`src/rtl/sha256_pkg.sv`:
```
// Shared constants and types for the SHA-256 message-schedule datapath.
//   - Small-sigma rotate/shift amounts (sigma0: 7/18/3, sigma1: 17/19/10)
//   - SCHED_WIN: depth of the sliding schedule window (16 words)
//   - sched_state_t: expander FSM state encoding
//   - bswap32: byte reversal used when MSG_SCHED_BSWAP_EN is defined
package sha256_pkg;

    localparam int unsigned SIG0_ROT_A = 7;
    localparam int unsigned SIG0_ROT_B = 18;
    localparam int unsigned SIG0_SHR   = 3;
    localparam int unsigned SIG1_ROT_A = 17;
    localparam int unsigned SIG1_ROT_B = 19;
    localparam int unsigned SIG1_SHR   = 10;

    localparam int unsigned SCHED_WIN = 16;

    typedef enum logic [1:0] {
        StIdle,
        StLoad,
        StEmit
    } sched_state_t;

    function automatic logic [31:0] bswap32(input logic [31:0] x);
        return {x[7:0], x[15:8], x[23:16], x[31:24]};
    endfunction

endpackage

```
`src/rtl/sha256_msg_schedule_if.sv`:
```
// Handshake bundle between the block source / round stage and the schedule expander.
//   slave  : expander side (consumes start/in_*/w_ready, drives in_ready/w_*/busy/done)
//   master : environment side (mirror image)
interface sha256_msg_schedule_if;

    logic        start;
    logic        in_valid;
    logic [31:0] in_data;
    logic        in_ready;
    logic        w_valid;
    logic [31:0] w_data;
    logic [5:0]  w_idx;
    logic        w_ready;
    logic        busy;
    logic        done;

    modport slave (
        input  start, in_valid, in_data, w_ready,
        output in_ready, w_valid, w_data, w_idx, busy, done
    );

    modport master (
        output start, in_valid, in_data, w_ready,
        input  in_ready, w_valid, w_data, w_idx, busy, done
    );

endinterface

```
`src/rtl/rotr.sv`:
```
// Constant-amount rotate right.
//   x_i : input word
//   y_o : x_i rotated right by Amount bits
module rotr #(
    parameter int unsigned Width  = 32,
    parameter int unsigned Amount = 1
) (
    input  logic [Width-1:0] x_i,
    output logic [Width-1:0] y_o
);

    assign y_o = (x_i >> Amount) | (x_i << (Width - Amount));

endmodule

```
`src/rtl/sha256_small_sigma.sv`:
```
// SHA-256 small sigma: ROTR(RotA) ^ ROTR(RotB) ^ SHR(Shr).
//   x_i : input word
//   y_o : sigma(x_i)
module sha256_small_sigma #(
    parameter int unsigned RotA = 7,
    parameter int unsigned RotB = 18,
    parameter int unsigned Shr  = 3
) (
    input  logic [31:0] x_i,
    output logic [31:0] y_o
);

    logic [31:0] rot_a;
    logic [31:0] rot_b;

    rotr #(.Width(32), .Amount(RotA)) u_rot_a (.x_i(x_i), .y_o(rot_a));
    rotr #(.Width(32), .Amount(RotB)) u_rot_b (.x_i(x_i), .y_o(rot_b));

    assign y_o = rot_a ^ rot_b ^ (x_i >> Shr);

endmodule

```
`src/rtl/sha256_msg_schedule.sv`:
```
// SHA-256 message-schedule expander. Loads 16 words of a block, then streams
// W[0..ROUNDS-1] one word per handshake from a 16-word sliding window.
// Ports:
//   clk : rising-edge clock
//   rst : asynchronous active-high reset
//   bus : sha256_msg_schedule_if.slave (start, in_*, w_*, busy, done)
// Configuration:
//   MSG_SCHED_BSWAP_EN defined -> each input word is byte-reversed before storage.
module sha256_msg_schedule
    import sha256_pkg::*;
#(
    parameter int unsigned ROUNDS = 64  // legal range 16..64
) (
    input  logic                     clk,
    input  logic                     rst,
    sha256_msg_schedule_if.slave     bus
);

    sched_state_t state_q;
    logic [31:0]  win_q [SCHED_WIN];
    logic [3:0]   cnt_q;
    logic [5:0]   t_q;
    logic         done_q;

    logic [31:0]  sigma0;
    logic [31:0]  sigma1;
    logic [31:0]  w_next;
    logic [31:0]  in_word;
    logic         last_word;

`ifdef MSG_SCHED_BSWAP_EN
    assign in_word = bswap32(bus.in_data);
`else
    assign in_word = bus.in_data;
`endif

    // win_q[0] is W[t]; win_q[1], win_q[9], win_q[14] are W[t+1], W[t+9], W[t+14],
    // so the appended word is W[t+16].
    sha256_small_sigma #(
        .RotA(SIG0_ROT_A), .RotB(SIG0_ROT_B), .Shr(SIG0_SHR)
    ) u_sigma0 (
        .x_i(win_q[1]),
        .y_o(sigma0)
    );

    sha256_small_sigma #(
        .RotA(SIG1_ROT_A), .RotB(SIG1_ROT_B), .Shr(SIG1_SHR)
    ) u_sigma1 (
        .x_i(win_q[14]),
        .y_o(sigma1)
    );

    assign w_next    = sigma1 + win_q[9] + sigma0 + win_q[0];
    assign last_word = (t_q == 6'(ROUNDS - 1));

    always_ff @(posedge clk or posedge rst) begin
        if (rst) begin
            state_q <= StIdle;
            cnt_q   <= '0;
            t_q     <= '0;
            done_q  <= 1'b0;
            for (int i = 0; i < SCHED_WIN; i++) begin
                win_q[i] <= '0;
            end
        end else begin
            done_q <= 1'b0;
            unique case (state_q)
                StIdle: begin
                    if (bus.start) begin
                        state_q <= StLoad;
                        cnt_q   <= '0;
                    end
                end
                StLoad: begin
                    if (bus.in_valid) begin
                        win_q[cnt_q] <= in_word;
                        cnt_q        <= cnt_q + 4'd1;
                        if (cnt_q == 4'(SCHED_WIN - 1)) begin
                            state_q <= StEmit;
                            t_q     <= '0;
                        end
                    end
                end
                StEmit: begin
                    if (bus.w_ready) begin
                        for (int i = 0; i < SCHED_WIN - 1; i++) begin
                            win_q[i] <= win_q[i+1];
                        end
                        win_q[SCHED_WIN-1] <= w_next;
                        if (last_word) begin
                            state_q <= StIdle;
                            t_q     <= '0;
                            done_q  <= 1'b1;
                        end else begin
                            t_q <= t_q + 6'd1;
                        end
                    end
                end
                default: state_q <= StIdle;
            endcase
        end
    end

    // Outputs are pure decodes of registered state; data is zeroed when not valid.
    assign bus.in_ready = (state_q == StLoad);
    assign bus.w_valid  = (state_q == StEmit);
    assign bus.w_data   = (state_q == StEmit) ? win_q[0] : '0;
    assign bus.w_idx    = (state_q == StEmit) ? t_q : '0;
    assign bus.busy     = (state_q != StIdle);
    assign bus.done     = done_q;

endmodule

```
`src/flat_wrapper.sv`:
```
// flat-port wrapper written by rule: the top's interface ports become plain ports
module sha256_msg_schedule_flat import sha256_pkg::*;
#(
    parameter int unsigned ROUNDS = 64                       
)
  (clk, rst, bus_start, bus_in_valid, bus_in_data, bus_w_ready, bus_in_ready, bus_w_valid, bus_w_data, bus_w_idx, bus_busy, bus_done);
  sha256_msg_schedule_if bus_i ();
  input  logic clk;
  input  logic rst;
  input wire logic [$bits(bus_i.start)-1:0] bus_start;
  input wire logic [$bits(bus_i.in_valid)-1:0] bus_in_valid;
  input wire logic [$bits(bus_i.in_data)-1:0] bus_in_data;
  input wire logic [$bits(bus_i.w_ready)-1:0] bus_w_ready;
  output wire logic [$bits(bus_i.in_ready)-1:0] bus_in_ready;
  output wire logic [$bits(bus_i.w_valid)-1:0] bus_w_valid;
  output wire logic [$bits(bus_i.w_data)-1:0] bus_w_data;
  output wire logic [$bits(bus_i.w_idx)-1:0] bus_w_idx;
  output wire logic [$bits(bus_i.busy)-1:0] bus_busy;
  output wire logic [$bits(bus_i.done)-1:0] bus_done;
  assign bus_i.start = bus_start;
  assign bus_i.in_valid = bus_in_valid;
  assign bus_i.in_data = bus_in_data;
  assign bus_i.w_ready = bus_w_ready;
  assign bus_in_ready = bus_i.in_ready;
  assign bus_w_valid = bus_i.w_valid;
  assign bus_w_data = bus_i.w_data;
  assign bus_w_idx = bus_i.w_idx;
  assign bus_busy = bus_i.busy;
  assign bus_done = bus_i.done;
  sha256_msg_schedule #(.ROUNDS(ROUNDS)) u_core (.clk(clk), .rst(rst), .bus(bus_i));
endmodule
```
`config.mk`:
```
export PLATFORM = sky130hd
export DESIGN_NAME = sha256_msg_schedule_flat
export DESIGN_NICKNAME = d
export VERILOG_FILES = /design/src/rtl/sha256_pkg.sv /design/src/rtl/sha256_msg_schedule_if.sv /design/src/rtl/rotr.sv /design/src/rtl/sha256_small_sigma.sv /design/src/rtl/sha256_msg_schedule.sv /design/src/flat_wrapper.sv
export SDC_FILE = /design/constraint.sdc
export NUM_CORES = 2
export LEC_CHECK = 0
export CAP_MARGIN = 20
export CORE_ASPECT_RATIO = 2
export CORE_MARGIN = 2
export CORE_UTILIZATION = 23
export CTS_BUF_LIST = sky130_fd_sc_hd__clkbuf_4 sky130_fd_sc_hd__clkbuf_8
export DETAILED_ROUTE_END_ITERATION = 7
export PLACE_DENSITY_LB_ADDON = 0.2
export SLEW_MARGIN = 40
export SYNTH_ARGS = -nofsm -noshare
export SYNTH_HDL_FRONTEND = slang
export SYNTH_SLANG_ARGS = --single-unit
```
`constraint.sdc`:
```
create_clock -name clk -period 42.9 [get_ports clk]
set_input_delay 12.87 -clock clk [delete_from_list [all_inputs] [get_ports clk]]
set_output_delay 12.87 -clock clk [all_outputs]
set_load 0.01 [all_outputs]
```
==> results.ini <==
[cts]
clkLatencyLatePin_ns = 0.73
tritoncts = built
cts_setup_buffers = 0
cts_buffer_depth = 3
cts_buffers = 80
cts_hold_buf = 0
clk_pin_slew_worst_paths_ns = 0.06
ctsHtreeMaxLevel = 3
cts_resized = 0
clock_sinks = 525
cts_root_buffer = clkbuf_8

[timing]
finalWorstSetupSlack_ns = 26.57
min_period_ns = 16.33
rsz0062_at_grt = no
fin_setup_tns_ns = 0
setup_violations = 0
fmax_mhz = 61.24
min_period_over_period_pct = 38.06
final_max_slew_viol_count = 0
hold_viol = 0
relSlewSlack_pct = 37.08
fin_skew_ns = 0.03145
worst_pin_slew_ns = 0.9406

[worst_setup_path]
cp_common_cell = buf_4
crit_type = in2reg
cp-startpoint = bus_w_ready
worstPathArrival_ns = 16.89
crit_chain = clkdlybuf4s50_1, nand2b_1, nand3_4, buf_12, buf_4, buf_4, nor2_4, buf_4, a22oi_1, o21ai_1
endpoint_kind = flop
cpPeakStageDelay_ns = 0.73
worst_setup_path_start_kind = primary input
cp_max_fo = 103
r2r_start = u_core.win_q[58]
crit_slowest_cell = buf_4
critPathRequiredTime_ns = 43.46

[cells_and_area]
final_common_cell = dfrtp_1
syn_to_final_growth_pct = 14.14
layout_common_cells = dfrtp_1 (525), a22oi_1 (448), nand2_1 (314)
drive_gt1_share_pct = 8.474
layout.nets = 3105
final_area_sq_um = 32230

[die]
dieHeight_um = 499.6
start_util_pct = 23.22
pin_count = 79
num_rows = 181
core_sq_um = 121600
die-area_sq_um = 125800
die_w_um = 251.8

[placement]
dp_hpwl_mm = 78.87
dp_worst_setup_slack_ns = 25.91
postPlaceCellArea_sq_um = 30500
finalWeightedCongestion = 1.032
numPortBuffers = 78

[min_path]
hold_start = u_core.win_q[427]
hold_path.class = reg2reg

[global_route]
grt.overflow.total = 0
grt_pass1_vias = 23132
antenna_found_initial = 1
grt_max_degree = 128
grt_usage_pct = 18.39
grt_pass1_wl_mm = 170.7

[run]
maxCapViolCount = 0

[yosys]
yosysWarnings = 0
synth_top_family_by_area = compound AO/OA/AOI/OAI gates
postSynthAreaPerCell_sq_um = 9.241
muxShareOfSynthArea_pct = 0.1462
synth_seq_cells = 525
syn-num-nets = 3194
synth_compound_area_share_pct = 28.74
yosys.area_share.simple_pct = 7.722
async_flop_share_pct = 100.0
seq_area_frac_synth_pct = 46.52
synth_ff_type = dfrtp_1
netlist_area_sq_um = 28240
synth.distinct_cells = 60
synth-edff-count = 0
syn_inst = 3056
yosys.area_share.adder_pct = 6.123
synth-xor-area-share_pct = 4.590

[drt]
drc = 0
first_iter_violations = 1630
wl_mm = 115.8
ant_nets = 0
drtPass1Iterations = 5
wl_per_cell_um = 25.30
via_count = 22973
viasPerCell = 5.019

[outcome]
status = complete, no violations

## registers in the layout, indices dropped and copies added, names as in the netlist
| register | count |
|---|---|
| u_core.bus.done | 1 |
| u_core.cnt_q | 4 |
| u_core.state_q | 2 |
| u_core.t_q | 6 |
| u_core.win_q | 512 |
## routing by layer
metal / track usage, % / vias to the layer above / share of wire [%]
met5: 0 / - / 0
li1: - / 10632 / -
met1: 21.40 / 11576 / 39
met4: 9.367 / 0 / 5.3
met2: 32.97 / 584 / 52
met3: 2.165 / 181 / 3.3
## worst max-delay path, delay by kind of cell
kind                   cells  cell delay (ns)
AND/OR/NAND/NOR            3             0.84
AO/OA/AOI/OAI              2             0.30
buffers and inverters      5             2.59
## final cells by class
type / instances / area [sq um]
tap: 1555 / 1946
sequential: 525 / 13140
antenna: 1 / 2.502
timing repair buffer: 142 / 1379
clock buffer: 130 / 1639
fill: 12806 / 89380
clock inverter: 6 / 37.54
inverter: 140 / 538.0
multi-input combinational: 2078 / 13560
## cell usage after synthesis, drive strengths merged (3+ instances only)
master    n  area (sq um)
o21a      3         22.52
a31oi     6         37.54
a22oi   448          3363
mux2i     3         30.03
ha       39         488.0
fa       62          1241
nor2     34         127.6
clkbuf  265         994.7
nand4     6         37.54
o21bai    7         56.30
a21o     17         127.6
and3     12         75.07
and2     43         269.0
xor2     23         201.4
inv     140         525.5
or3       3         18.77
nor3      9         45.04
a21oi   275          1376
o22ai     9         62.56
xnor2   125          1095
nand2   317          1190
nand2b    4         25.02
a211oi   30         240.2
nand3    14         70.07
dfrtp   525         13140
o221ai    4         41.29
o21ai   517          2595
nor2b    38         237.7
buf      48         217.7
## through the flow
step,instances,utilization [%],hold slack (ns)
finish,4577,26.51,0.4799
global route,4577,26.51,0.5001
detailed placement,4438,25.08,0.4702
CTS,4574,26.46,0.4846
global placement,4436,24.99,0.4620
floorplan,3056,-,0.4502
## kinds of logic (layout without fill, tap and decap cells)
| group | count (synthesis) | in the layout |
|---|---|---|
| AOI/OAI and AO/OA | 1335 | 1335 |
| DFF | 525 | 525 |
| and+or+nand+nor | 490 | 490 |
| buffers and inverters | 453 | 418 |
| xor gates and xnor gates | 148 | 148 |
| adders and majority gates | 101 | 101 |
| muxes | 4 | 4 |
| other | 0 | 1 |
## path summary, 6_finish.rpt
check	slack (ns)	end	depth (start not counted)
worst min-delay path	0.48	u_core.win_q[427]	2
max in group asynchronous	28.15	u_core.win_q[271]	5
worst max register to register	37.66	u_core.win_q[22]	15
worst max-delay path	26.57	u_core.win_q[220]	10
worst min register to register	0.48	u_core.win_q[427]	2
min in group asynchronous	12.70	u_core.win_q[500]	2
Power is left out: the tool's default activity adds up to more than one toggle a clock period on the data nets, which glitch-free logic cannot reach.
